==> src/rtl/wb_inst_responder.sv <==
// Wishbone instruction responder: serves core reads from a small instruction
// FIFO that a stimulus source fills, and captures core stores for inspection.
//
// state   | meaning
// --------+------------------------------------------------------------
// IDLE    | waiting for a Wishbone request
// RD_WAIT | read pending on an empty FIFO, counting toward timeout
// ACK     | one-cycle acknowledge (plus store-valid for writes)
// ERR     | one-cycle error after a read timed out
module wb_inst_responder #(
  parameter int          DEPTH    = 4,
  parameter logic [31:0] PAD_WORD = 32'hF0081003,
  parameter int          TIMEOUT  = 16
) (
  input  logic                     i_clk,
  input  logic                     i_rst,
  input  logic                     i_inst_valid,
  input  logic [31:0]              i_inst,
  output logic                     o_inst_ready,
  output logic [$clog2(DEPTH):0]   o_fifo_count,
  input  logic [31:0]              i_wb_adr,
  input  logic [15:0]              i_wb_sel,
  input  logic                     i_wb_we,
  input  logic [127:0]             i_wb_dat,
  input  logic                     i_wb_cyc,
  input  logic                     i_wb_stb,
  output logic [127:0]             o_wb_dat,
  output logic                     o_wb_ack,
  output logic                     o_wb_err,
  output logic                     o_wdata_valid,
  output logic [31:0]              o_wdata,
  output logic [31:0]              o_wadr
);

  localparam int AW = $clog2(DEPTH);
  localparam int CW = AW + 1;
  localparam int TW = $clog2(TIMEOUT) + 1;

  typedef enum logic [1:0] {
    IDLE    = 2'd0,
    RD_WAIT = 2'd1,
    ACK     = 2'd2,
    ERR     = 2'd3
  } state_t;

  state_t          state_q, state_d;
  logic [AW-1:0]   wr_ptr_q, wr_ptr_d;
  logic [AW-1:0]   rd_ptr_q, rd_ptr_d;
  logic [CW-1:0]   count_q, count_d;
  logic [TW-1:0]   wait_cnt_q, wait_cnt_d;
  logic            is_wr_q, is_wr_d;
  logic [127:0]    wb_dat_q, wb_dat_d;
  logic [31:0]     wdata_q, wdata_d;
  logic [31:0]     wadr_q, wadr_d;
  logic [31:0]     mem_q [DEPTH];

  logic            req;
  logic            fifo_empty;
  logic            fifo_full;
  logic            pop;
  logic            push;
  logic [31:0]     head;

  // Byte selects are carried on the bus but play no part in the response.
  logic            unused_sel;
  assign unused_sel = ^i_wb_sel;

  assign req        = i_wb_cyc & i_wb_stb;
  assign fifo_empty = (count_q == '0);
  assign fifo_full  = (count_q == CW'(DEPTH));
  assign head       = mem_q[rd_ptr_q];

  // A full FIFO still takes a push in the cycle it is being popped, so the
  // slot freed by the read is refilled and occupancy holds at DEPTH.
  assign o_inst_ready = !fifo_full | pop;
  assign push         = i_inst_valid & o_inst_ready & !i_rst;

  // Popped word goes to the addressed lane; the other lanes carry filler.
  function automatic logic [127:0] lane_fill(input logic [31:0] w, input logic [1:0] lane);
    logic [127:0] r;
    r = {4{PAD_WORD}};
    r[32*lane +: 32] = w;
    return r;
  endfunction

  // FIFO pointer and occupancy next-state.
  always_comb begin
    wr_ptr_d = wr_ptr_q;
    rd_ptr_d = rd_ptr_q;
    if (push) wr_ptr_d = wr_ptr_q + AW'(1);
    if (pop)  rd_ptr_d = rd_ptr_q + AW'(1);
    count_d = count_q + CW'(push) - CW'(pop);
  end

  // Bus FSM next-state, pop decision and captured data.
  always_comb begin
    state_d    = state_q;
    wait_cnt_d = wait_cnt_q;
    is_wr_d    = is_wr_q;
    wb_dat_d   = wb_dat_q;
    wdata_d    = wdata_q;
    wadr_d     = wadr_q;
    pop        = 1'b0;
    case (state_q)
      IDLE: begin
        if (req) begin
          if (i_wb_we) begin
            wadr_d  = i_wb_adr;
            wdata_d = i_wb_dat[32*i_wb_adr[3:2] +: 32];
            is_wr_d = 1'b1;
            state_d = ACK;
          end else if (!fifo_empty) begin
            pop      = 1'b1;
            wb_dat_d = lane_fill(head, i_wb_adr[3:2]);
            is_wr_d  = 1'b0;
            state_d  = ACK;
          end else begin
            is_wr_d    = 1'b0;
            wait_cnt_d = '0;
            state_d    = RD_WAIT;
          end
        end
      end
      RD_WAIT: begin
        if (!req) begin
          state_d = IDLE;
        end else if (!fifo_empty) begin
          pop      = 1'b1;
          wb_dat_d = lane_fill(head, i_wb_adr[3:2]);
          state_d  = ACK;
        end else if (wait_cnt_q == TW'(TIMEOUT - 1)) begin
          wb_dat_d = {4{PAD_WORD}};
          state_d  = ERR;
        end else begin
          wait_cnt_d = wait_cnt_q + TW'(1);
        end
      end
      ACK:     state_d = IDLE;
      ERR:     state_d = IDLE;
      default: state_d = IDLE;
    endcase
  end

  // State and control registers with synchronous reset.
  always_ff @(posedge i_clk) begin
    if (i_rst) begin
      state_q    <= IDLE;
      wr_ptr_q   <= '0;
      rd_ptr_q   <= '0;
      count_q    <= '0;
      wait_cnt_q <= '0;
      is_wr_q    <= 1'b0;
      wb_dat_q   <= '0;
      wdata_q    <= '0;
      wadr_q     <= '0;
    end else begin
      state_q    <= state_d;
      wr_ptr_q   <= wr_ptr_d;
      rd_ptr_q   <= rd_ptr_d;
      count_q    <= count_d;
      wait_cnt_q <= wait_cnt_d;
      is_wr_q    <= is_wr_d;
      wb_dat_q   <= wb_dat_d;
      wdata_q    <= wdata_d;
      wadr_q     <= wadr_d;
    end
  end

  // FIFO storage; contents need no reset because the pointers gate them.
  always_ff @(posedge i_clk) begin
    if (push) mem_q[wr_ptr_q] <= i_inst;
  end

  assign o_fifo_count  = count_q;
  assign o_wb_dat      = wb_dat_q;
  assign o_wdata       = wdata_q;
  assign o_wadr        = wadr_q;
  assign o_wb_ack      = (state_q == ACK);
  assign o_wb_err      = (state_q == ERR);
  assign o_wdata_valid = (state_q == ACK) & is_wr_q;

endmodule
==> config.mk <==
export PLATFORM = sky130hd
export DESIGN_NAME = wb_inst_responder
export DESIGN_NICKNAME = d
export VERILOG_FILES = /design/src/rtl/wb_inst_responder.sv
export SDC_FILE = /design/constraint.sdc
export NUM_CORES = 1
export LEC_CHECK = 0
export ABC_AREA = 1
export BUFFER_PORTS_ARGS = -buffer_cell sky130_fd_sc_hd__clkbuf_2
export CORE_ASPECT_RATIO = 0.75
export CORE_MARGIN = 2
export CORE_UTILIZATION = 52
export DETAILED_ROUTE_END_ITERATION = 8
export PLACE_DENSITY_LB_ADDON = 0.1
export SYNTH_ARGS = -nofsm -noshare
export SYNTH_HDL_FRONTEND = slang
export SYNTH_SLANG_ARGS = --single-unit
==> constraint.sdc <==
create_clock -name i_clk -period 4 [get_ports i_clk]
set_input_delay 0.4 -clock i_clk [delete_from_list [all_inputs] [get_ports i_clk]]
set_output_delay 0.4 -clock i_clk [all_outputs]
set_load 0.02 [all_outputs]
**Word level (Yosys, flattened, before mapping)**

Memories as Yosys holds them, arrays and structs flattened. A register that Yosys moved wholly into a read port is not among the register bits.
Cells that the tools add are included.

- Flip-flop bits (word level): 207
- Bits in writable memories: 128
- Input port bits: 214
- Output and inout port bits: 199
- Word-level logic and storage cells: 83
- Memories: 1

- Add/subtract/negate cells: 6
- Equal/unequal tests: 14
- Shift-type cells: 3
- Multiplexer cells: 31
- Bitwise logic cells: 8
- Reduce and logical (&&, ||, !) cells: 11

Memory list:

| name | words | width | rd ports | clocked after Yosys merged registers in | write ports | RTL line | text |
|---|---|---|---|---|---|---|---|
| mem_q | 4 | 32 | 1 | 1 | 1 | 55 | `logic [31:0] mem_q [DEPTH];` |

Operators with widths:

| cell | number |
|---|---|
| 128-bit two-way mux | 6 |
| 128-bit case mux with 2 select lines | 1 |
| 32-bit by 34-bit variable shift with 128-bit output (first input constant) | 1 |
| 128-bit by 8-bit indexed part select with 32-bit output | 1 |
| 32-bit by 34-bit indexed part select with 128-bit output | 1 |
| 96-bit bitwise AND | 1 |
| 7-bit negator with 34-bit output | 1 |
| 32-bit inverter | 1 |
| 32-bit bitwise OR | 1 |
| 5-bit two-way mux | 6 |
| 2-bit two-way mux | 8 |
| 2-bit != test (second input constant) | 7 |
| 5-bit case mux with 2 select lines | 1 |
| 1-bit two-way mux | 7 |
| 7-bit AND reduction | 1 |
| 2-bit case mux with 3 select lines | 1 |
| 6-bit AND reduction | 1 |
| 5-bit by 1-bit adder with 5-bit output (second input constant) | 1 |
| 5-bit by 4-bit equality test with 1-bit output (second input constant) | 1 |
| 2-bit by 1-bit adder with 2-bit output (second input constant) | 2 |
| 1-bit bitwise AND | 4 |
| 2-bit equality test (second input constant) | 2 |
| 4-bit != test (second input constant) | 1 |
| 2-bit AND reduction | 2 |
| other kinds (13) | 14 |

**Logic depth before layout (Yosys ltp)**

Gate-level depths: netlist (run 1).

- Word-level depth: 10
- Gate-level depth with buffers: 14
- Mapped depth without buffers: 14

**Least setup slack after synthesis (run 1)**

OpenSTA, ideal clock, no wires.

- Kind: register -> register
- From: register count_q[1], in the netlist o_fifo_count[1]
- To: memory mem_q[0][0], enable pin
- Library setup time: 0.421 ns
- Data arrival time: 2.691 ns
- Data required time: 3.579 ns
- Slack: 0.887 ns
- Cell stages (with the launch flop): 7
- Buffers on the path: 0
- Clock period less this slack: 3.113 ns
- Path through: dfxtp_1 -> nor2_1 -> nand2_1 -> nand3_1 -> nand3_1 -> nand3_1 -> nor2_1

- Word-level cells in the longest chain between the ends: 10
- Elaborated cells on any way between the ends: 13
- Classes of those cells: eq/ne: 1; mux: 7; bitwise: 3; reduce/logical: 2

Ends and longest elaborated chain:

| what | RTL line | text |
|---|---|---|
| start: declaration | 49 | `logic [CW-1:0] count_q, count_d;` |
| start signal: assignment | 160 | `count_q <= count_d;` |
| 3-bit zero test | 69 | `assign fifo_empty = (count_q == '0);` |
| 1-bit two-way mux | 112, 127 |  |
| 1-bit two-way mux | 107 | `if (i_wb_we) begin` |
| 1-bit two-way mux | 106 | `if (req) begin` |
| 1-bit case mux with 2 select lines | 104 | `case (state_q)` |
| 1-bit bitwise OR * | 75 | `assign o_inst_ready = !fifo_full \| pop;` |
| named net o_inst_ready | 19 | `output logic o_inst_ready,` |
| 1-bit bitwise AND * (2 in a row) | 76 | `assign push = i_inst_valid & o_inst_ready & !i_rst;` |
| 1-bit two-way mux * | 171 | `if (push) mem_q[wr_ptr_q] <= i_inst;` |
| 1-bit two-way mux (not written as such) * | 171 |  |
| end: declaration | 55 |  |

The timed path passes the listed nets; every way through them passes the cells marked *.

**Worst setup path after layout (run 1)**

- From: register wait_cnt_q[0]
- To: register wb_dat_q[37], in the netlist o_wb_dat[37]

- Word-level cells in the longest chain between the ends: 3

Ends and longest elaborated chain:

| what | RTL line | text |
|---|---|---|
| start: declaration | 50 | `logic [TW-1:0] wait_cnt_q, wait_cnt_d;` |
| start signal: assignment | 161 | `wait_cnt_q <= wait_cnt_d;` |
| 5-bit by 4-bit equality test with 1-bit output | 131 | `end else if (wait_cnt_q == TW'(TIMEOUT - 1)) begin` |
| 3-bit != test (no line) | - |  |
| 6-bit AND reduction (no line) | - |  |
| end signal: assignment | 163 | `wb_dat_q <= wb_dat_d;` |
| end: declaration | 52 | `logic [127:0] wb_dat_q, wb_dat_d;` |

No other way between the ends.
A chain may end at the register's enable or synchronous reset.

==> results of run 1 <==
sequential cells by signal (all words and copies together) (netlist names), named ones only:
name	cells
state_q	2
o_fifo_count	3
wait_cnt_q	5
o_wb_dat	128
o_wdata	32
rd_ptr_q	2
mem_q	128
o_wadr	32
is_wr_q	1
wr_ptr_q	2
worst max-delay path by stage:
stage                     depth (start not counted)  slack (ns)              end
final                                            10        1.01     o_wb_dat[37]
after global routing                             13        0.82  o_fifo_count[2]
after CTS                                        10        1.09     o_wb_dat[37]
after detailed placement                         10        0.87      o_wb_dat[6]
after global placement                           10        0.89     o_wb_dat[10]
after floorplan                                   6        0.89      mem_q[0][0]
report_power, final:
part | internal, mW | switching, mW | leakage [nW]
combinational | 0.396 | 1.01 | 3.91
sequential | 3.77 | 0.104 | 2.86
clock | 1.86 | 1.33 | 0.563
total | 6.03 | 2.44 | 7.33
stage by stage:
stage / power (mW) / utilization (%) / std cells / area, sq um / setup WS (ns)
finish: 8.47 / 64.5 / 2331 / 17300 / 1.01
global route: 8.82 / 64.5 / 2331 / 17300 / 0.816
CTS: 8.51 / 64.5 / 2331 / 17300 / 1.09
detailed placement: 5.35 / 60.3 / 2269 / 16200 / 0.874
global placement: 5.32 / 60.3 / 2269 / 16200 / 0.887
floorplan: 4.83 / - / 1619 / 14100 / 0.887
critical path, delay by kind of cell, from the launching register on:
kind                       cells  cell delay, ns
AOI/OAI and AO/OA              2            0.27
adders and majority gates      2            0.37
DFF                            1            0.36
and+or+nand+nor                6            1.77
layer usage:
layer / global-route usage, % / vias to the layer above / part of all wire [%]
li1: - / 6146 / -
met1: 42.8 / 5955 / 45
met2: 45.8 / 510 / 45
met3: 5.53 / 76 / 7.7
met4: 8.62 / 0 / 2.5
met5: 0 / - / 0
kinds of logic (layout without fill, tap and decap cells):
family                   count (synthesis)  count (layout)  synth area share (%)
AO/OA/AOI/OAI                          341             341                  12.9
XOR/XNOR                                 2               2                 0.124
adder cells (fa/ha/maj)                 14              14                  1.29
buffers and inverters                  179             540                  5.50
flip-flops                             337             337                  56.8
AND/OR/NAND/NOR                        746             746                  23.4
cells in the final DEF, fill, tap and decap left out, types with 2 or more instances in the layout:
cell type  synthesis  routed
a21oi_1          116     116
a21oi_2           21      21
a31oi_1           32      32
buf_4             11      22
bufinv_16          0       2
clkbuf_1          72       4
clkbuf_16          0      34
clkbuf_2           0     395
clkbuf_8           0       8
clkinv_1           1       2
clkinv_2           0       8
dfxtp_1          209     208
edfxtp_1         128     128
ha_1              13      13
inv_1             55      54
inv_2              5       6
inv_6              0       2
nand2_1          263     263
nand3_1          197     197
nand3_2           22      22
nor2_1           247     242
nor2_2             4       5
nor2_4             5       9
o21ai_0          154     154
o21ai_1           16      16
xor2_1             2       2
final cells by class:
cell class	instances	area share [%]
sequential	337	46.3
timing repair buffer	417	12.4
multi-input combinational	1103	31.0
clock inverter	15	0.837
clock buffer	47	5.66
tap	351	2.53
inverter	61	1.32
==> qor.csv, run 1 <==
stage,metric,value,unit
timing,slew_headroom,30.9,%
finish,multi_input_area,5370,sq um
finish,nNetsFinal,2182,
status,status,"complete, but fails checks",
critical_path,crit_chain,"ha_1, nand2_1, nor2_1, ha_1, a21oi_2, nand2_2, nand2_8, nor2_4, nand3_1, a21oi_1",
timing,whs,0.0976,ns
timing,period_share,74.7,%
floorplan,num_rows,52,
timing,slew_violations,0,
global_route,grt_pass1_vias,11689,
critical_path,critical_path.max_fanout,100,
timing,rsz0062_at_grt,false,
timing,clock_skew,0.0268,ns
hold_path,hold_end,mem_q[0][25],
global_route,grt.overflow.total,0,
clock_tree,root_buffer,clkbuf_16,
clock_tree,ctsResizeCount,0,
global_route,grt_max_degree,101,
floorplan,die-area,28500,sq um
clock_tree,clk_latency,0.52,ns
placed_design,portBuffers,396,
clock_tree,post_cts_buffers,0,
timing,tightest_slew,1.04,ns
floorplan,fp.dieW,194,um
route,vias,12687,
synthesis,async_flop_share,0,%
clock_tree,cts_tree,built,
route,dr.pass1.iters,8,
global_route,grt_pass1_wl,66.4,mm
synthesis,synthCells,1619,
critical_path,crit_path_frequent_cell,ha_1,
route,viasPerCell,5.44,
synthesis,avgSynthCellArea,8.73,sq um
timing,setup_viol,0,
synthesis,synth_top_area_share,29.6,%
critical_path,reg2reg_slack,1.01,ns
synthesis,yosysUniqueCellTypes,35,
critical_path,ff2ff_path_depth,10,
synthesis,ys_seq_area_share,56.8,%
finish,ff_latch_area,8030,sq um
synthesis,yosysTopAreaCell,dfxtp_1,
floorplan,core,26900,sq um
route,drc,26,
synthesis,synth_ff_type,dfxtp_1,
critical_path,endpoint_kind,flop,
timing,clock.fmax,335,MHz
floorplan,ioPinCount,413,
timing,layout_min_cycle_time,2.99,ns
synthesis,netlist_area,14100,sq um
clock_tree,cts_hold_buf,0,
critical_path,crit_arrival,3.42,ns
clock_tree,cts_buffer_depth,3,
timing,fin_setup_tns,0,ns
synthesis,synth_commonest_cells,"nand2_1 (263), nor2_1 (247), dfxtp_1 (209), nand3_1 (197), o21ai_0 (154)",
synthesis,yosysWarnings,0,
critical_path,rr_endpoint,o_wb_dat[37],
flow_run,maxCapViolCount,0,
floorplan,initial_core_util,52.6,%
status,violations,design-rule violations,
finish,diodes,0,
finish,area_growth_syn_to_layout,22.6,%
route,wl_per_cell,18.6,um
timing,hold_viol_final,0,
placed_design,dpl.hpwl,29.2,mm
finish,n_fill_cell,2297,
critical_path,reg2reg_from,wait_cnt_q[0],
pwr,ir_drop,0.000357,V
clock_tree,cts_buffers,34,
clock_tree,cts_sinks,337,
pwr,p_per_area,489,nW/um^2
global_route,antenna_found_initial,0,
hold_path,hp-class,in2reg,
synthesis,synth-seq-cells,337,
critical_path,path_class,reg2reg,
critical_path,slowest_delay,0.90,ns
synthesis,synth_area_leaders,"dfxtp_1 (30%), edfxtp_1 (27%), nand2_1 (7.0%), nand3_1 (7.0%), nor2_1 (6.6%)",
critical_path,cp-start-kind,flop,
clock_tree,clkTransAtPathRegs,0.06,ns
global_route,gr-usage-all-layers,29.7,%
route,wl,43.3,mm
critical_path,cp_slowest_cell,nor2_4,
clock_tree,ctsHtreeMaxLevel,2,
finish,drive_gt1_share,27.4,%
hold_path,min_path_cells,1,
route,ant_nets,0,
placed_design,place.gp.congestion,0.899,
synthesis,postSynthNetCount,1847,
synthesis,yosysMostFrequentCell,nand2_1,
critical_path,crit_path_start,wait_cnt_q[0],
hold_path,hold_start,i_inst[25],
synthesis,synth_edf_count,128,
floorplan,die_h,147,um
pwr,power.leakage,7.33,nW
route,drt-initial-drc-count,1112,
critical_path,cp.required,4.43,ns
Power figures use the tool's default switching activity.
==> inputs of run 2 (changes only) <==
CORE_UTILIZATION = 47   (was 52)
clock period = 2.4 ns   (was 4 ns; I/O delays follow)
==> qor.csv, run 2 (same netlist as run 1, synthesis figures left out) <==
stage,metric,value,unit,change
status,status,"finished, final reports clean",,
critical_path,path_class,reg2reg,,
timing,clock.fmax,455,MHz,+36%
route,drt-initial-drc-count,1235,,+11%
route,wl_per_cell,18.6,um,+0.14%
critical_path,crit_path_start,wait_cnt_q[0],,
route,ant_nets,0,,unchanged
timing,rsz0062_at_grt,false,,
clock_tree,clkTransAtPathRegs,0.07,ns,about the same
pwr,p_per_area,802,nW/um^2,+64%
critical_path,endpoint_kind,flop,,
finish,final_cell_mix,"clkbuf_2 (395), nand2_1 (263), nor2_1 (241)",,
critical_path,reg2reg_from,wait_cnt_q[0],,
timing,tightest_slew,0.953,ns,-0.0826 ns
timing,clock_skew,0.0283,ns,+0.00150 ns
global_route,grt_pass1_vias,12028,,+2.9%
global_route,grt.overflow.total,0,,unchanged
finish,mostFrequentLayoutCell,clkbuf_2,,
pwr,power_frac_seq,43.7,%,-2.0 points
global_route,grt_pass1_wl,68.4,mm,+2.9%
hold_path,hold_start,i_wb_dat[120],,
critical_path,cp_slowest_cell,dfxtp_1,,
critical_path,critical_path.max_fanout,36,,-64%
placed_design,placement.cell_area,16500,sq um,+1.9%
flow_run,maxCapViolCount,0,,unchanged
clock_tree,cts_tree,built,,
floorplan,num_rows,54,,+3.8%
route,drc,0,,-100%
timing,period_share,91.6,%,+17 points
finish,fin_cells,2464,,+5.7%
timing,fin_setup_tns,0,ns,unchanged
pwr,power,14.8,mW,+75%
global_route,grt_max_degree,101,,unchanged
critical_path,cp-start-kind,flop,,
timing,slew_headroom,36.5,%,+5.6 points
floorplan,die-area,31500,sq um,+10%
clock_tree,cts_sinks,337,,unchanged
critical_path,crit_chain,"ha_1, nand2_1, nor2_1, ha_1, a21oi_2, nand2_2, nand2_8, buf_4, inv_6, o21ai_0, a21oi_1",,
placed_design,dpl.hpwl,29.9,mm,+2.3%
finish,nNetsFinal,2272,,+4.1%
clock_tree,cts_buffer_depth,3,,unchanged
placed_design,dp_slack,0.0114,ns,-0.863 ns
floorplan,core,29300,sq um,+9.1%
floorplan,die_h,154,um,+5.0%
timing,fin_ws,0.202,ns,-0.810 ns
clock_tree,cts_buffers,36,,+5.9%
pwr,power.leakage,7.79,nW,+6.3%
finish,drive_gt1_share,27.9,%,+0.47 points
critical_path,crit_path_frequent_cell,ha_1,,
critical_path,slowest_delay,0.33,ns,-0.57 ns
finish,n_fill_cell,2594,,+13%
route,dr.pass1.iters,5,,-3
clock_tree,clk_latency,0.53,ns,about the same
critical_path,path_buf_inv,2,,+2
timing,setup_viol,0,,unchanged
pwr,switching_share,28.7,%,-0.13 points
pwr,combPwrFrac,17.8,%,+1.2 points
global_route,antenna_found_initial,0,,unchanged
critical_path,cp.required,2.79,ns,-1.64 ns
floorplan,fp.dieW,204,um,+5.1%
hold_path,hp-class,in2reg,,
pwr,ir_drop,0.000584,V,+64%
placed_design,dp.cells,2328,,+2.6%
finish,diodes,0,,unchanged
floorplan,ioPinCount,413,,unchanged
route,wl,45.8,mm,+5.8%
timing,hold_viol_final,0,,unchanged
floorplan,initial_core_util,48.2,%,-4.4 points
route,viasPerCell,5.31,,-2.5%
critical_path,crit_arrival,2.59,ns,-0.83 ns
placed_design,portBuffers,396,,unchanged
global_route,gr-usage-all-layers,27.9,%,-1.8 points
finish,postLayoutCellArea,18500,sq um,+6.5%
timing,layout_min_cycle_time,2.20,ns,-0.790 ns
clock_tree,root_buffer,clkbuf_16,,
pwr,clockPowerShare,38.6,%,+1.0 points
route,vias,13081,,+3.1%
critical_path,crit_family,compound AO/OA/AOI/OAI gates,,
placed_design,place.gp.congestion,0.924,,+2.8%
clock_tree,ctsHtreeMaxLevel,2,,unchanged
pwr,power.internal,10.6,mW,+75%
finish,area_growth_syn_to_layout,30.6,%,
pwr,p_sw,4.25,mW,+74%
timing,slew_violations,0,,unchanged
[run 2: worst reg2reg max path, delay by kind of cell (launching register included)]
kind | cells | cell delay (ns)
AOI/OAI and AO/OA | 3 | 0.52
adders and majority gates | 2 | 0.42
buffers and inverters | 2 | 0.42
DFF | 1 | 0.33
and+or+nand+nor | 4 | 0.38
[run 2: final cells by class]
cell class	instances	area [sq um]	share of cell area [%]
clock buffer	52	1090	5.93
clock inverter	14	138	0.745
inverter	61	234	1.27
multi-input combinational	1105	5410	29.3
sequential	337	8040	43.5
tap	392	490	2.66
timing repair buffer	503	3060	16.5
[run 2: path summary, 6_finish.rpt]
| check | endpoint | slack [ns] | cells past startpoint |
|---|---|---|---|
| worst min-delay path | o_wdata[24] | 0.03 | 3 |
| worst max register to register | o_wb_dat[0] | 0.20 | 11 |
| worst max-delay path | o_wb_dat[0] | 0.20 | 11 |
| worst min register to register | o_wb_dat[77] | 0.46 | 2 |
[run 2: power groups by stage]
stage	logic (mW)	registers, mW	clock network, mW
after floorplan	1.27	6.80	0
after global placement	2.41	6.58	0
after detailed placement	2.43	6.59	0
after CTS	2.53	6.47	5.80
after global routing	2.88	6.51	6.05
final	2.63	6.47	5.71
[run 2: what timing repair did]
action,in CTS,in global routing
hold buffers,62,0
setup buffers,0,6
setup endpoints to repair,0,81
endpoints found under the hold margin,158,0
resized for setup,0,13
[run 2: per-stage QoR]
step,hold slack [ns],utilization [%]
final,0.0268,63.0
after global routing,0.0338,63.0
after CTS,0.0105,62.7
after detailed placement,0.455,56.3
after global placement,0.451,56.3
after floorplan,0.339,-
[run 2: metal layers]
| layer | global-route usage, % | share of wire, % | vias up |
|---|---|---|---|
| met5 | 0 | 0 | - |
| met4 | 8.14 | 2.3 | 0 |
| met3 | 4.95 | 7.4 | 78 |
| met2 | 42.8 | 45 | 500 |
| met1 | 40.4 | 45 | 6160 |
| li1 | - | - | 6343 |
